==> config.mk <==
export PLATFORM = sky130hd
export DESIGN_NAME = param_updown_counter_flat
export DESIGN_NICKNAME = d
export VERILOG_FILES = /design/src/rtl/param_updown_counter_if.sv /design/src/rtl/param_updown_counter.sv /design/src/flat_wrapper.sv
export SDC_FILE = /design/constraint.sdc
export NUM_CORES = 1
export LEC_CHECK = 0
export CAP_MARGIN = 10
export CORE_AREA = 5 5 42 44
export CTS_BUF_LIST = sky130_fd_sc_hd__clkbuf_8
export DETAILED_ROUTE_END_ITERATION = 16
export DIE_AREA = 0 0 47 49
export GPL_ROUTABILITY_DRIVEN = 1
export PLACE_DENSITY_LB_ADDON = 0.12
export SYNTH_ARGS = -nofsm -noshare
export SYNTH_HDL_FRONTEND = slang
export SYNTH_SLANG_ARGS = --single-unit
==> constraint.sdc <==
create_clock -name clk -period 2 [get_ports clk]
set_input_delay 0.4 -clock clk [delete_from_list [all_inputs] [get_ports clk]]
set_output_delay 0.4 -clock clk [all_outputs]
set_load 0.005 [all_outputs]
==> src/rtl/param_updown_counter_if.sv <==
// Control/status bundle for param_updown_counter: master drives controls, slave returns count and flags.
interface param_updown_counter_if #(
  parameter int WIDTH = 4
);
  logic             en;
  logic             up;
  logic             clr;
  logic             load;
  logic [WIDTH-1:0] load_val;
  logic [WIDTH-1:0] count;
  logic             at_term;
  logic             ovf;

  modport master (
    output en, up, clr, load, load_val,
    input  count, at_term, ovf
  );

  modport slave (
    input  en, up, clr, load, load_val,
    output count, at_term, ovf
  );
endinterface

==> src/rtl/param_updown_counter.sv <==
// Up/down counter over 0..MAX_VAL with wrap or saturate, clamped load, terminal-count and overflow flags.
// Optional CNTR_PRESCALE_EN: advance cycles only step the count once every PRESCALE of them.
module param_updown_counter #(
  parameter int               WIDTH    = 4,
  parameter logic [WIDTH-1:0] MAX_VAL  = {WIDTH{1'b1}},
  parameter bit               SAT_MODE = 1'b0,
  parameter int               PRESCALE = 4
) (
  input logic                   clk,
  input logic                   rst,
  param_updown_counter_if.slave bus
);

  localparam logic [WIDTH-1:0] ZERO = '0;
  localparam logic [WIDTH-1:0] ONE  = WIDTH'(1);

  logic [WIDTH-1:0] cnt_q, cnt_d;
  logic             ovf_q, ovf_d;
  logic             advance;
  logic             tick;
  logic             at_max, at_zero;
  logic [WIDTH-1:0] load_clamped;

  assign advance      = bus.en & ~bus.clr & ~bus.load;
  assign at_max       = (cnt_q == MAX_VAL);
  assign at_zero      = (cnt_q == ZERO);
  assign load_clamped = (bus.load_val > MAX_VAL) ? MAX_VAL : bus.load_val;

`ifdef CNTR_PRESCALE_EN
  localparam int PW = (PRESCALE > 2) ? $clog2(PRESCALE) : 1;
  localparam logic [PW-1:0] PRE_LAST = PW'(PRESCALE - 1);

  logic [PW-1:0] pre_q;

  assign tick = (pre_q == PRE_LAST);

  // Phase is kept across en=0 so a paused counter does not step early on resume.
  always_ff @(posedge clk or posedge rst) begin
    if (rst)                    pre_q <= '0;
    else if (bus.clr | bus.load) pre_q <= '0;
    else if (bus.en)            pre_q <= tick ? '0 : pre_q + PW'(1);
  end
`else
  assign tick = 1'b1;
`endif

  always_comb begin
    cnt_d = cnt_q;
    ovf_d = 1'b0;
    if (bus.clr) begin
      cnt_d = ZERO;
    end else if (bus.load) begin
      cnt_d = load_clamped;
    end else if (advance && tick) begin
      if (bus.up) begin
        if (at_max) begin
          ovf_d = 1'b1;
          cnt_d = SAT_MODE ? cnt_q : ZERO;
        end else begin
          cnt_d = cnt_q + ONE;
        end
      end else begin
        if (at_zero) begin
          ovf_d = 1'b1;
          cnt_d = SAT_MODE ? cnt_q : MAX_VAL;
        end else begin
          cnt_d = cnt_q - ONE;
        end
      end
    end
  end

  always_ff @(posedge clk or posedge rst) begin
    if (rst) begin
      cnt_q <= '0;
      ovf_q <= 1'b0;
    end else begin
      cnt_q <= cnt_d;
      ovf_q <= ovf_d;
    end
  end

  assign bus.count   = cnt_q;
  assign bus.ovf     = ovf_q;
  assign bus.at_term = bus.up ? at_max : at_zero;

endmodule

==> src/flat_wrapper.sv <==
// flat-port wrapper written by rule: the top's interface ports become plain ports
module param_updown_counter_flat 
#(
  parameter int               WIDTH    = 4,
  parameter logic [WIDTH-1:0] MAX_VAL  = {WIDTH{1'b1}},
  parameter bit               SAT_MODE = 1'b0,
  parameter int               PRESCALE = 4
)
  (clk, rst, bus_en, bus_up, bus_clr, bus_load, bus_load_val, bus_count, bus_at_term, bus_ovf);
  param_updown_counter_if #(.WIDTH(WIDTH)) bus_i ();
  input logic clk;
  input logic rst;
  input wire logic [$bits(bus_i.en)-1:0] bus_en;
  input wire logic [$bits(bus_i.up)-1:0] bus_up;
  input wire logic [$bits(bus_i.clr)-1:0] bus_clr;
  input wire logic [$bits(bus_i.load)-1:0] bus_load;
  input wire logic [$bits(bus_i.load_val)-1:0] bus_load_val;
  output wire logic [$bits(bus_i.count)-1:0] bus_count;
  output wire logic [$bits(bus_i.at_term)-1:0] bus_at_term;
  output wire logic [$bits(bus_i.ovf)-1:0] bus_ovf;
  assign bus_i.en = bus_en;
  assign bus_i.up = bus_up;
  assign bus_i.clr = bus_clr;
  assign bus_i.load = bus_load;
  assign bus_i.load_val = bus_load_val;
  assign bus_count = bus_i.count;
  assign bus_at_term = bus_i.at_term;
  assign bus_ovf = bus_i.ovf;
  param_updown_counter #(.WIDTH(WIDTH), .MAX_VAL(MAX_VAL), .SAT_MODE(SAT_MODE), .PRESCALE(PRESCALE)) u_core (.clk(clk), .rst(rst), .bus(bus_i));
endmodule
* After elaboration in Yosys (flattened, before gate mapping)
Cells that the tools add are included.
** Operators by class
- Reduce and logical (&&, ||, !) cells :: 2
- Bitwise gates (word level) :: 4
- Equality and inequality tests :: 1
- Add/sub/neg operators :: 2
- Multiplexer cells :: 14
- Magnitude comparators :: 1
** Operators with widths (number)
- $mux W4 :: 7
- $mux W1 :: 7
- $add A4 B1 Y4 const B :: 1
- $eq A4 B4 Y1 const B :: 1
- $gt A4 B4 Y1 const B :: 1
- $logic_not A4 Y1 :: 1
- $sub A4 B1 Y4 const B :: 1
- $reduce_bool A3 Y1 :: 1
- $and A1 B1 Y1 :: 2
- $not A1 Y1 :: 2
** Word-level totals
- Bits in registers :: 5
- Word-level logic and storage cells :: 26
- Input port bits :: 10
- Output and inout port bits :: 6

* Depth between registers and ports, before layout
Gate-level depths: netlist of run 1.
- Depth in word-level cells :: 6
- Depth in mapped cells :: 6

* Worst setup path before layout of run 1
OpenSTA, ideal clock, no wires.
- Path kind :: flip-flop to output port
- Start point :: reg u_core.cnt_q[0], in the netlist u_core.bus.count[0]
- End point :: out bus_at_term
- Stages on the path, launching flop included :: 5
- Data arrival time :: 1203 ps
- Slack :: 397 ps
- Path buffers :: 0
- Cell sequence :: dfrtp_1 -> inv_2 -> ha_1 -> or3b_1 -> o21ai_1
** On the way
- Word-level cells in the longest chain between the ends :: 2
- Elaborated cells on any way between the ends :: 3
- Classes of those cells :: 1 x eq/ne; 1 x mux; 1 x reduce/logical
** Ends and longest elaborated chain
- start: declaration :: line param_updown_counter.sv:17 : logic [WIDTH-1:0] cnt_q, cnt_d;
- start signal: assignment :: line param_updown_counter.sv:78 : cnt_q <= cnt_d;
- $eq A4 B4 Y1 or $logic_not A4 Y1 (tied branches) :: line param_updown_counter.sv:25, param_updown_counter.sv:26
- $mux W1 * :: line param_updown_counter.sv:85 : assign bus.at_term = bus.up ? at_max : at_zero;
- end: declaration :: line flat_wrapper.sv:19 : output wire logic [$bits(bus_i.at_term)-1:0] bus_at_term;
Mark *: on every way between the ends. The rest lies on a longest branch, timed or not.

* Final worst setup path of run 1
- Start point :: in bus_up
- End point :: out bus_at_term
** On the way
- Word-level cells in the longest chain between the ends :: 1
** Ends and longest elaborated chain
- start: declaration :: line flat_wrapper.sv:14 : input wire logic [$bits(bus_i.up)-1:0] bus_up;
- $mux W1 :: line param_updown_counter.sv:85
No other way between the ends.

==> flow_summary_export.csv, run 1 <==
group,metric,value,unit
synth,synth_cell_types,24,
synth,synth_top_cells_by_area,"dfrtp_1, a21oi_1, inv_1",
finish,antenna_cells,0,
hold_path,hold_class,"input pin to async pin",
sta,setup_viol,0,
finish,drive_gt1_frac,0.197,
power,pwr_density_cell,646,mW/mm^2
grt,grt_util_all_layers,0.107,
floorplan,die-area,0.00230,sq mm
synth,ys_seq_area_frac,0.313,
sta,worst_pin_slew,297,ps
critical_path,crit_slowest_cell,"clkdlybuf4s50_1",
sta,timing.fmax,521,MHz
clock_network,cts.clk_slew.worst_paths,40,ps
clock_network,ctsHoldBuffers,0,
floorplan,die_w,47,um
critical_path,cp_cell_sequence,"clkdlybuf4s50_1 > or3b_4 > o21ai_2 > buf_2",
critical_path,path_delay_family,"buffers and inverters",
floorplan,row_count,14,
job,drv_cap,0,
synth,ys_ff_latch,5,
floorplan,die_h,49,um
run_status,status,"finished clean",
clock_network,cts.sinks,5,
synth,yosys_warnings,0,
routing,route.detailed.drc,0,
routing,routed_wl,1040,um
place,placed_cells,83,
clock_network,cts_max_level,1,
critical_path,cpPeakStageDelay,430,ps
clock_network,insertion_delay,230,ps
critical_path,cp.arrival,1520,ps
synth,synth_fp_nets,60,
clock_network,post_cts_buffers,0,
finish,synthToLayoutAreaGrowth,62.4,%
place,port_buffers,15,
critical_path,critical_path_peak_fanout,3,
power,ir_drop,303,uV
grt,grt_pass1_wl,1750,um
grt,grt-ovfl-total,0,
synth,synthesis.area,399,sq um
finish,fin_nets,84,
grt,grt_max_degree,10,
critical_path,crit_buf_inv,2,
place,gp_congestion,0.709,
sta,fin_crit_sh,0.959,
grt,grt_pass1_vias,438,
routing,vias,425,
sta,drv_slew,0,
grt,antenna_found_initial,0,
synth,syn_inst,48,
synth,avgSynthCellArea,8.32,sq um
sta,hold_viol,0,
routing,wl_per_cell,11.9,um
sta,rsz0062_at_grt,"no",
sta,min_period,1920,ps
finish,fin_cells,87,
power,p_leak,0.306,nW
floorplan,core,0.00140,sq mm
clock_network,clock-root-buffer,"clkbuf_8",
routing,drt-pass1-iter-count,2,
sta,hold_slack,385,ps
place,dp_hpwl,803,um
clock_network,max-clock-path-buffers,2,
routing,ant_nets,0,
sta,finalClockSkew,4.06,ps
critical_path,end_kind,"output pin",
finish,finish.utilization,0.463,
clock_network,cts_tree,"yes",
floorplan,start_util,0.285,
routing,via_per_inst,4.89,
sta,max-slew-margin-rel,0.802,
critical_path,crit_type,"input pin to output pin",
routing,drtIter0Drc,6,
power,p_total,0.419,mW
clock_network,cts_made_buffers,3,
critical_path,cp.required,1600,ps
synth,synth_top_cell_area_share,0.313,
floorplan,boundaryPins,16,
critical_path,start_kind,"input pin",
synth,yosysTopAreaCell,"dfrtp_1",
synth_stat cells:
library cell / count
a31oi_2: 1
o31ai_1: 1
inv_1: 7
dfrtp_1: 5
nand2_1: 3
o21ai_1: 2
a21bo_1: 1
xnor2_1: 2
a221oi_1: 1
o21a_1: 1
nor2_1: 3
or3b_1: 1
or4_1: 1
mux2i_1: 2
and3_1: 1
nor2b_1: 1
o21ai_0: 2
buf_4: 1
and3b_1: 1
inv_2: 1
ha_1: 2
a311o_1: 1
o21bai_1: 1
a21oi_1: 6
logic make-up (layout without fill, tap and decap cells):
family | after synthesis | in the layout | synth area share
xor gates and xnor gates | 2 | 2 | 0.0439
adders and majority gates | 2 | 2 | 0.0627
and+or+nand+nor | 11 | 11 | 0.151
DFF | 5 | 5 | 0.313
buffers and inverters | 9 | 32 | 0.0941
muxes | 2 | 2 | 0.0502
AOI/OAI and AO/OA | 17 | 17 | 0.285
routing by layer:
metal  routed length, um  global-route usage  vias up
met4                  39              0.0968        0
met2                 490               0.170       14
met5                   0                   0        -
met1                 434               0.106      192
met3                  71              0.0295        4
li1                    -                   -      215
area by class of cell:
cell class | count | area, sq um
fill | 146 | 753
multi-input combinational | 34 | 245
timing repair buffer | 20 | 183
sequential | 5 | 125
clock buffer | 3 | 41.3
inverter | 8 | 30.0
tap | 16 | 20.0
clock inverter | 1 | 3.75
state kept, by name, indices dropped and copies added (netlist names):
signal            cells
u_core.bus.ovf        1
u_core.bus.count      4
worst reg2reg max path: stages (launching register included):
cell	delay (ps)
dfrtp_1	380
inv_2	60
ha_2	170
or3b_4	390
a21oi_1	160
nand2_1	70
a221oi_1	250
repair_timing:
action	4_1_cts	5_1_grt
endpoints found under the setup margin	1	1
pin swaps	0	1
resized for setup	5	2
stage by stage:
step                area [sq um]  setup slack (ps)  setup TNS [ps]
floorplan                    399               397               0
global route                 648              25.7               0
finish                       648              82.3               0
CTS                          652             0.716               0
detailed placement           599              -345            -345
global placement             599              -307            -307
layout by cell type (no fill, tap or decap):
master | Yosys | routed
a311o_1 | 1 | 1
a21bo_1 | 1 | 1
xnor2_1 | 2 | 2
o21ai_0 | 2 | 2
o21a_1 | 1 | 1
a221oi_1 | 1 | 1
clkbuf_8 | 0 | 3
o21ai_2 | 0 | 1
inv_1 | 7 | 8
o21ai_1 | 2 | 1
buf_4 | 1 | 5
and3_1 | 1 | 1
or3b_4 | 0 | 1
o31ai_1 | 1 | 1
clkdlybuf4s50_1 | 0 | 14
ha_1 | 2 | 1
or4_1 | 1 | 1
nor2b_1 | 1 | 1
a21oi_1 | 6 | 6
mux2i_1 | 2 | 2
ha_2 | 0 | 1
buf_2 | 0 | 1
inv_2 | 1 | 1
and3b_1 | 1 | 1
o21bai_1 | 1 | 1
dfrtp_1 | 5 | 5
nor2_1 | 3 | 3
nand2_1 | 3 | 3
a31oi_2 | 1 | 1
where the power goes:
group | switching, mW | internal (mW)
Clock | 0.0557 | 0.132
Sequential | 0.00761 | 0.109
Combinational | 0.0475 | 0.0674
final timing paths:
path | slack (ps) | to | cells after the start | start
min reg2reg | 760 | u_core.bus.count[3] | 4 | u_core.bus.count[1]
min in group clk | 750 | u_core.bus.count[0] | 3 | bus_load_val[0]
min | 380 | u_core.bus.count[0] | 2 | rst
max in group asynchronous | 1430 | u_core.bus.count[1] | 2 | rst
max | 80 | bus_at_term | 4 | bus_up
max reg2reg | 420 | u_core.bus.count[0] | 6 | u_core.bus.count[0]
Power figures use the tool's default switching activity.
==> run 2, diff against run 1 <==
- PLACE_DENSITY_LB_ADDON: 0.12 -> not set
==> run 2 against run 1 <==
Net effect: first-iteration DRC count rose by 50%; die area did not move; clock-buffer cell count unchanged; clock power down 4%; combinational power about the same; register-to-register slack got worse by 20 ps; wire length shrank 2.5%; global-route usage is 0.071 points lower; sequential cell count did not move; sequential power about the same; worst setup slack better by 22 ps; sequential share of layout area down 0.22 points; highest routed layer unchanged.
==> flow_summary_export.csv, run 2 (synthesis results as in run 1) <==
group,metric,value,unit
finish,multiInputGateArea,245,sq um
floorplan,die_w,47,um
place,port_buffers,15,
clock_network,cts_made_buffers,3,
clock_network,cts.clk_slew.worst_paths,40,ps
routing,vias,431,
clock_network,clock-root-buffer,"clkbuf_8",
sta,worst_pin_slew,308,ps
routing,ant_nets,0,
finish,finish.utilization,0.468,
sta,hold_viol,0,
place,dp_hpwl,808,um
power,p_sw,0.105,mW
routing,routed_wl,1010,um
routing,drtIter0Drc,9,
floorplan,die_h,49,um
grt,grt_pass1_wl,1730,um
sta,hold_slack,381,ps
critical_path,start_kind,"flip-flop",
power,pwr-share-clk,0.437,
clock_network,ctsHoldBuffers,0,
grt,grt_util_all_layers,0.107,
routing,route.detailed.drc,0,
sta,drv_slew,0,
hold_path,hold_class,"input pin to async pin",
clock_network,cts_max_level,1,
sta,setup_viol,0,
job,drv_cap,0,
finish,largest_register_ffs,4,
sta,setup_tns,0,ps
critical_path,cpPeakStageDelay,390,ps
power,swShare,0.254,
routing,via_per_inst,4.90,
finish,synthToLayoutAreaGrowth,64.3,%
floorplan,boundaryPins,16,
clock_network,max-clock-path-buffers,2,
finish,antenna_cells,0,
clock_network,insertion_delay,220,ps
power,seq_power_share,0.283,
clock_network,cts.sinks,5,
place,post_dp_cell_area,592,sq um
critical_path,r2r_start,"u_core.bus.count[0]",
finish,final_common_cell,"clkdlybuf4s50_1",
power,ir_drop,485,uV
sta,max-slew-margin-rel,0.794,
clock_network,cts_tree,"yes",
floorplan,row_count,14,
power,p_total,0.414,mW
grt,grt-ovfl-total,0,
critical_path,crit_slowest_cell,"dfrtp_1",
finish,n_fill_cell,150,
critical_path,end_kind,"output pin",
critical_path,cp_cell_sequence,"inv_2 > ha_2 > or3b_4 > o21ai_2 > buf_2",
critical_path,r2r-end,"u_core.bus.ovf",
critical_path,critical_path_peak_fanout,3,
critical_path,r2r_cells,8,
finish,fin_nets,85,
finish,final_cell_mix,"clkdlybuf4s50_1, inv_1, a21oi_1, buf_4, dfrtp_1",
critical_path,cp.arrival,1500,ps
sta,min_period,1900,ps
run_status,status,"finished clean",
grt,antenna_found_initial,0,
routing,drt-pass1-iter-count,4,
floorplan,die-area,0.00230,sq mm
grt,grt_pass1_vias,406,
floorplan,core,0.00140,sq mm
critical_path,rrSetupSlack,400,ps
sta,timing.fmax,528,MHz
critical_path,cp.required,1600,ps
finish,final_area,656,sq um
critical_path,crit_type,"flip-flop to output pin",
sta,rsz0062_at_grt,"no",
place,gp_congestion,0.747,
floorplan,start_util,0.285,
sta,fin_crit_sh,0.948,
finish,drive_gt1_frac,0.208,
power,pwr_density_cell,631,mW/mm^2
power,p_leak,0.312,nW
power,combPwrFrac,0.280,
power,p_int,0.309,mW
finish,seq_area,125,sq um
routing,wl_per_cell,11.5,um
grt,grt_max_degree,10,
sta,finalClockSkew,2.83,ps
==> run 2: changes by cell type in the layout (fill, tap and decap cells not counted), sizes merged <==
cell  change
buf       +1
==> run 2: critical path, delay by kind of cell (launching register included) <==
kind	cells	cell delay [ps]
AOI/OAI and AO/OA	1	130
adders and majority gates	1	180
buffers and inverters	2	200
DFF	1	390
and+or+nand+nor	1	380
==> run 2: per-stage QoR <==
| stage | setup WS, ps | instances |
|---|---|---|
| 2_1_floorplan | 397 | 48 |
| 3_3_place_gp | -273 | 82 |
| 3_5_place_dp | -312 | 82 |
| 4_1_cts | 61.5 | 87 |
| 5_1_grt | 5.97 | 88 |
| 6_report | 105 | 88 |
==> run 2: layout make-up <==
type,instances,share of cell area
Clock inverter,1,0.00573
Timing Repair Buffer,21,0.290
Multi-Input combinational cell,34,0.374
Clock buffer,3,0.0630
Sequential cell,5,0.191
Inverter,8,0.0458
Tap cell,16,0.0305
==> run 2: timing repair <==
| item | CTS | global route |
|---|---|---|
| endpoints found under the setup margin | 1 | 1 |
| setup buffers | 1 | 1 |
| resized for setup | 7 | 0 |
| endpoints found under the hold margin | 0 | 0 |
| pin swaps | 1 | 1 |
==> run 2: how the worst max path moves through the flow <==
stage                     depth (start not counted)                start  slack [ps]          end
final                                             5  u_core.bus.count[0]         100  bus_at_term
after global routing                              5  u_core.bus.count[1]           6  bus_at_term
after CTS                                         5  u_core.bus.count[0]          60  bus_at_term
after detailed placement                          4               bus_up        -310  bus_at_term
after global placement                            4               bus_up        -270  bus_at_term
after floorplan                                   4  u_core.bus.count[0]         400  bus_at_term
==> run 2: power by group through the flow <==
| stage | sequential, mW | combinational (mW) | clock (mW) |
|---|---|---|---|
| 4_1_cts | 0.117 | 0.114 | 0.186 |
| 2_1_floorplan | 0.120 | 0.0518 | 0 |
| 3_3_place_gp | 0.118 | 0.109 | 0 |
| 3_5_place_dp | 0.118 | 0.110 | 0 |
| 6_report | 0.117 | 0.116 | 0.181 |
| 5_1_grt | 0.119 | 0.128 | 0.195 |
==> run 2: per-layer routing <==
metal	vias up	global-route usage	wire (um)
met3	2	0.0664	65
met2	11	0.154	487
met5	-	0	0
met4	0	0.0276	8
li1	217	-	-
met1	201	0.131	448
